--- config.mk ---
export PLATFORM = sky130hd
export DESIGN_NAME = aes_block_packer_flat
export DESIGN_NICKNAME = d
export VERILOG_FILES = /design/src/rtl/aes_block_packer_if.sv /design/src/rtl/aes_block_packer.sv /design/src/flat_wrapper.sv
export SDC_FILE = /design/constraint.sdc
export NUM_CORES = 1
export LEC_CHECK = 0
export CELL_PAD_IN_SITES_DETAIL_PLACEMENT = 2
export CELL_PAD_IN_SITES_GLOBAL_PLACEMENT = 2
export CORE_ASPECT_RATIO = 0.7
export CORE_MARGIN = 5
export CORE_UTILIZATION = 34
export CTS_CLUSTER_DIAMETER = 80
export DETAILED_ROUTE_END_ITERATION = 7
export HOLD_SLACK_MARGIN = 0.02
export PLACE_DENSITY = 0.82
export SKIP_CTS_REPAIR_TIMING = 1
export SYNTH_ARGS = -nofsm -noshare
export SYNTH_HDL_FRONTEND = slang
export SYNTH_SLANG_ARGS = --single-unit
--- constraint.sdc ---
create_clock -name CLK -period 2.6 [get_ports CLK]
set_clock_uncertainty 0.1 [all_clocks]
set_input_delay 0.26 -clock CLK [delete_from_list [all_inputs] [get_ports CLK]]
set_output_delay 0.26 -clock CLK [all_outputs]
set_load 0.01 [all_outputs]
--- src/rtl/aes_block_packer_if.sv ---
// Word-stream handshake feeding the AES block packer.
// The producer drives word/valid/last; the packer returns ready.
interface aes_block_packer_if;
    logic [31:0] in_word;
    logic        in_valid;
    logic        in_last;
    logic        in_ready;

    modport master (
        output in_word,
        output in_valid,
        output in_last,
        input  in_ready
    );

    modport slave (
        input  in_word,
        input  in_valid,
        input  in_last,
        output in_ready
    );
endinterface

--- src/rtl/aes_block_packer.sv ---
// Packs 32-bit words into big-endian 128-bit AES plaintext blocks.
// A valid delay line marks which AES_pipe output cycles carry real ciphertext.
module aes_block_packer #(
    parameter int LATENCY = 10,
    parameter int CNT_W   = 16
) (
    input  logic                 CLK,
    input  logic                 RST,
    aes_block_packer_if.slave    in_if,
    output logic [127:0]         plaintext,
    output logic                 pt_valid,
    output logic                 ct_valid,
    output logic [CNT_W-1:0]     block_cnt
);

    typedef enum logic [1:0] {
        EMPTY,
        FILL1,
        FILL2,
        FILL3
    } state_t;

    state_t             state_q;
    state_t             state_d;
    logic [95:0]        buf_q;
    logic               rdy_q;
    logic               acc;
    logic               issue;
    logic [127:0]       blk;
    logic [LATENCY-1:0] vld_q;

    assign in_if.in_ready = rdy_q;
    assign acc            = in_if.in_valid & rdy_q;
    assign ct_valid       = vld_q[LATENCY-1];

    // Current word is merged into the buffered prefix; low words stay zero.
    always_comb begin
        state_d = state_q;
        blk     = '0;
        issue   = 1'b0;
        unique case (state_q)
            EMPTY: begin
                blk = {in_if.in_word, 96'b0};
                if (acc) state_d = FILL1;
            end
            FILL1: begin
                blk = {buf_q[95:64], in_if.in_word, 64'b0};
                if (acc) state_d = FILL2;
            end
            FILL2: begin
                blk = {buf_q[95:32], in_if.in_word, 32'b0};
                if (acc) state_d = FILL3;
            end
            FILL3: begin
                blk   = {buf_q, in_if.in_word};
                issue = acc;
                if (acc) state_d = EMPTY;
            end
            default: begin
                state_d = EMPTY;
            end
        endcase
        if (acc && in_if.in_last) begin
            issue   = 1'b1;
            state_d = EMPTY;
        end
    end

    always_ff @(posedge CLK or negedge RST) begin
        if (!RST) begin
            state_q   <= EMPTY;
            buf_q     <= '0;
            rdy_q     <= 1'b0;
            plaintext <= '0;
            pt_valid  <= 1'b0;
            block_cnt <= '0;
        end else begin
            state_q  <= state_d;
            rdy_q    <= 1'b1;
            pt_valid <= issue;
            if (acc) buf_q <= blk[127:32];
            if (issue) begin
                plaintext <= blk;
                block_cnt <= block_cnt + 1'b1;
            end
        end
    end

    generate
        if (LATENCY == 1) begin : g_vld1
            always_ff @(posedge CLK or negedge RST) begin
                if (!RST) vld_q <= '0;
                else      vld_q <= pt_valid;
            end
        end else begin : g_vldn
            always_ff @(posedge CLK or negedge RST) begin
                if (!RST) vld_q <= '0;
                else      vld_q <= {vld_q[LATENCY-2:0], pt_valid};
            end
        end
    endgenerate

endmodule
--- src/flat_wrapper.sv ---
// flat-port wrapper written by rule: the top's interface ports become plain ports
module aes_block_packer_flat 
#(
    parameter int LATENCY = 10,
    parameter int CNT_W   = 16
)
  (CLK, RST, plaintext, pt_valid, ct_valid, block_cnt, in_if_in_word, in_if_in_valid, in_if_in_last, in_if_in_ready);
  aes_block_packer_if in_if_i ();
  input  logic CLK;
  input  logic RST;
  output logic [127:0] plaintext;
  output logic pt_valid;
  output logic ct_valid;
  output logic [CNT_W-1:0] block_cnt;
  input wire logic [$bits(in_if_i.in_word)-1:0] in_if_in_word;
  input wire logic [$bits(in_if_i.in_valid)-1:0] in_if_in_valid;
  input wire logic [$bits(in_if_i.in_last)-1:0] in_if_in_last;
  output wire logic [$bits(in_if_i.in_ready)-1:0] in_if_in_ready;
  assign in_if_i.in_word = in_if_in_word;
  assign in_if_i.in_valid = in_if_in_valid;
  assign in_if_i.in_last = in_if_in_last;
  assign in_if_in_ready = in_if_i.in_ready;
  aes_block_packer #(.LATENCY(LATENCY), .CNT_W(CNT_W)) u_core (.CLK(CLK), .RST(RST), .in_if(in_if_i), .plaintext(plaintext), .pt_valid(pt_valid), .ct_valid(ct_valid), .block_cnt(block_cnt));
endmodule
# After elaboration in Yosys (flattened, before gate mapping)
# Index checks and enable logic that the tools add are counted.
[classes]
eq_ne = 7
reduce_logical = 3
bitwise_logic = 1
mux = 9
add_sub_neg = 1
[ops]
columns = ["operator", "n"]
rows = [
  ["case mux 128 bit (4 select lines)", 1],
  ["adder 16 x 1 -> 16 bit, second input constant", 1],
  ["!= test 3 x 1 -> 1 bit, second input constant", 4],
  ["2-to-1 mux 2 bit", 5],
  ["case mux 2 bit (4 select lines)", 1],
  ["equality test 2 bit, second input constant", 2],
  ["AND reduction 4 bit", 1],
  ["equality test 2 x 1 -> 1 bit, second input constant", 1],
  ["logical NOT 2 bit", 1],
  ["2-to-1 mux 1 bit", 2],
  ["bitwise AND 1 bit", 1],
  ["logical AND 1 bit", 1],
]
[word_totals]
in_bits = 36
reg_bits = 254
out_inout_bits = 147
word_cells = 28

# Logic depth before layout (Yosys ltp)
[logic_depth]
word_depth = 4
mapped_depth = 9
mapped_depth_nobuf = 6

# Least setup slack after synthesis
# OpenSTA, ideal clock, no wires.
[synth_timing]
path_type = "flip-flop to flip-flop"
from = "register u_core.state_q[1]"
to = "register u_core.buf_q[66]"
n_path_buf = 3
path_stages_with_launch = 10
synth_period_minus_slack_ps = 1873
setup_ps = 121
setup_slack_ps = 727
t_arrival_ps = 1652
cell_sequence = "dfrtp_1 > inv_1 > ha_1 > buf_6 > nor3_2 > nor2_1 > or2_1 > buf_2 > buf_6 > a22o_1"
[synth_via]
elab_chain_len = 2
elab_cells_between_ends = 5
[synth_rtl]
columns = ["element", "line", "rtl"]
rows = [
  ["start: declaration", "aes_block_packer.sv:23", "state_t state_q;"],
  ["start signal: assignment", "aes_block_packer.sv:78", "state_q <= state_d;"],
  ["equality test 2 bit, or another cell as far along", "aes_block_packer.sv:41", "unique case (state_q)"],
  ["case mux 128 bit (4 select lines) (*)", "aes_block_packer.sv:41", ""],
  ["end signal: assignment", "aes_block_packer.sv:81", "if (acc) buf_q <= blk[127:32];"],
  ["end: declaration", "aes_block_packer.sv:25", "logic [95:0] buf_q;"],
]
# Every way passes the cells marked *; elsewhere a longest branch is shown, timed or not.
# A chain may end at the register's enable or synchronous reset.

# Worst setup path after layout
[layout_timing]
from = "register u_core.state_q[1]"
to = "register u_core.buf_q[37]"
# The elaborated chain is that of the path after synthesis.

==> results <==
[final timing paths]
kind / start / endpoint / slack (ns) / depth (start not counted)
worst max-delay path: u_core.state_q[1] / u_core.buf_q[37] / 0.23 / 7
worst min-delay path: RST / u_core.plaintext[9] / 0.17 / 2
worst max register to register: u_core.state_q[1] / u_core.buf_q[37] / 0.23 / 7
worst min register to register: u_core.vld_q[8] / u_core.vld_q[9] / 0.24 / 0
max in group asynchronous: RST / u_core.plaintext[22] / 1.41 / 3
min in group CLK: u_core.vld_q[8] / u_core.vld_q[9] / 0.24 / 0
[power by group through the flow]
stage	Sequential, mW	Clock, mW	Combinational (mW)
after floorplan	6.02	0	2.14
after global placement	5.95	0	4.54
after detailed placement	5.99	0	4.77
after CTS	5.96	3.88	4.81
after global routing	6.09	4.06	5.16
final	5.96	3.78	4.74
[stage by stage]
step	instance area (sq um)	utilization [%]	setup WS, ns	power [mW]
finish	13780	44.55	0.2330	14.48
global route	13780	44.55	0.09190	15.31
CTS	13770	44.51	0.2410	14.65
detailed placement	12930	41.79	0.3129	10.75
global placement	12930	41.79	0.4752	10.48
floorplan	10590	-	0.7270	8.160
[per-layer routing]
metal  global-route usage (%)  wire length [um]  up-vias
met4                    2.656               417        2
met3                    3.818              1476       30
li1                         -                 -     3849
met2                    33.50             16700      202
met1                    29.85             17420     4582
met5                        0                11        -
[placed cells by master (no fill, tap or decap), types with 8 or more instances in the layout]
master,n
nand2_1,233
buf_12,11
nand3_1,38
buf_4,16
clkdlybuf4s50_1,181
a22o_1,33
nor2_1,100
a221oi_1,32
dfrtp_1,254
a22oi_1,96
xor2_1,8
o21ai_0,64
clkbuf_16,27
mux2_2,33
[registers in the layout, summed over array words and instances, names as in the netlist]
| register | cells |
|---|---|
| u_core.block_cnt | 16 |
| u_core.buf_q | 96 |
| u_core.in_if.in_ready | 1 |
| u_core.plaintext | 128 |
| u_core.pt_valid | 1 |
| u_core.state_q | 2 |
| u_core.vld_q | 10 |
[final cells by class]
type                            instances  area share, %
Inverter                                5         0.1543
Clock inverter                         10         0.7443
Timing Repair Buffer                  210          15.79
Clock buffer                           36          5.364
Sequential cell                       254          46.11
Multi-Input combinational cell        677          28.02
Tap cell                              420          3.812
[worst max-delay path: stages (launching register included)]
cell and delay, ns:
dfrtp_1 0.43, inv_1 0.17, ha_2 0.23, buf_4 0.24, and3_2 0.51, buf_12 0.23
a22oi_1 0.10, o21ai_0 0.24
[cell families after synthesis]
| family | Yosys count |
|---|---|
| adder cells (fa/ha/maj) | 7 |
| multiplexers | 33 |
| other | 1 |
| buffers and inverters | 89 |
| flip-flops | 254 |
| AND/OR/NAND/NOR | 393 |
| AO/OA/AOI/OAI | 228 |
| XOR/XNOR | 15 |
==> reports/results.txt <==
drc violations - 0
Synth Area in Compound Gates - 15.50%
num rows - 54
Hold WC Path Type - in -> async
leakage power - 6.235 nW
Fin Setup TNS - 0 ns
Synth top cells by count - 254 x dfrtp_1, 234 x nand2_1, 101 x nor2_1
Cells after Synth - 1020
wire per inst - 22.35 um
setup violators final - 0
crit path capture type - register
Post-Synth Simple-Gate Area - 14.96%
mux cell area share after synthesis - 3.509%
clk root buf - clkbuf_16
DRT iter0 DRCs - 491
register area share after synthesis - 60.03%
CP arrival - 2.70 ns
Die ar. - 34830 sq um
Synth Area in XOR/XNOR - 1.241%
vias in the first global route - 9748
sequential cell area - 6356 sq um
Total Wirelength - 36.02 mm
Final Max Tran Viols - 0
Layout Cells excl Fill - 1612
main combinational cell family by area after synthesis - compound AO/OA/AOI/OAI gates
Layout area overhead - 30.18%
pwr dens - 1051 nW/um^2
n_diodes - 0
Port Buffers - 182
post-synthesis register bit count - 254
post-route ant nets - 0
syn nets - 1063
die height - 157.7 um
switch share - 35.43%
initial antenna violation count - 1
adder-cell share of the synthesized area - 0.8271%
Clock transition at path regs - 0.06 ns
post-DP HPWL - 23.29 mm
nets - 1218
syn avg cell area - 10.38 sq um
RSZ-0062 raised after global routing - false
fill count - 3267
H-tree depth - 1
Core Area - 30940 sq um
Die W - 220.9 um
startpoint types - register
Yosys cell types - 33
IR drop worst, VDD - 0.4504 mV
Clock Power Share - 26.1%
worst-skew pair later-pin latency - 0.53 ns
dpl cells - 1565
cts bufs inserted - 27
# IOs - 183
Hold Fails Final Rpt - 0
Placer Congestion - 0.7444
Synth top area share - 60.03%
Vias/cell - 5.375
routed via count - 8665
Worst Path Max Fanout - 18
Total GRT Usage - 20.57%
cell-internal power - 9.350 mW
Tcrit/Tclk final - 91.04%
type of the worst setup path - reg -> reg
CTS tree - built
Post-synth EDFFs - 0
clock buffer depth - 3
Area contributors post-synth - dfrtp_1 60%, nand2_1 8.3%, a22oi_1 6.8%, nor2_1 3.6%, mux2_2 3.5%
Sequential Power Share - 41.2%
status - complete, no violations
combinational power share - 32.8%
starting density of the core - 34.22%
Tightest Pin Transition - 0.8647 ns
top-count cell post-synth - dfrtp_1
clock sinks - 254
post-layout min period - 2.367 ns
hold_ws - 0.1707 ns
most area-hungry cell type in the Yosys netlist - dfrtp_1
drt first pass iters - 5
WP data required - 2.93 ns
layout cell share with drive strength beyond 1 - 9.899%
Ys Warns - 0
largest net degree at the start of global routing - 71
fmax - 422.5 MHz
Synth async-reset ratio - 100.0%
switching pwr - 5.131 mW
Post-Syn Area - 10590 sq um
global route overflow - 0
global-route wire length before repair - 58.00 mm
top_reg_cell synth - dfrtp_1
Rel. slew slack - 42.35%
number of max-cap violations - 0
area of the multi-input gates - 3862 sq um
No activity file was read; power rests on OpenSTA's default activity.
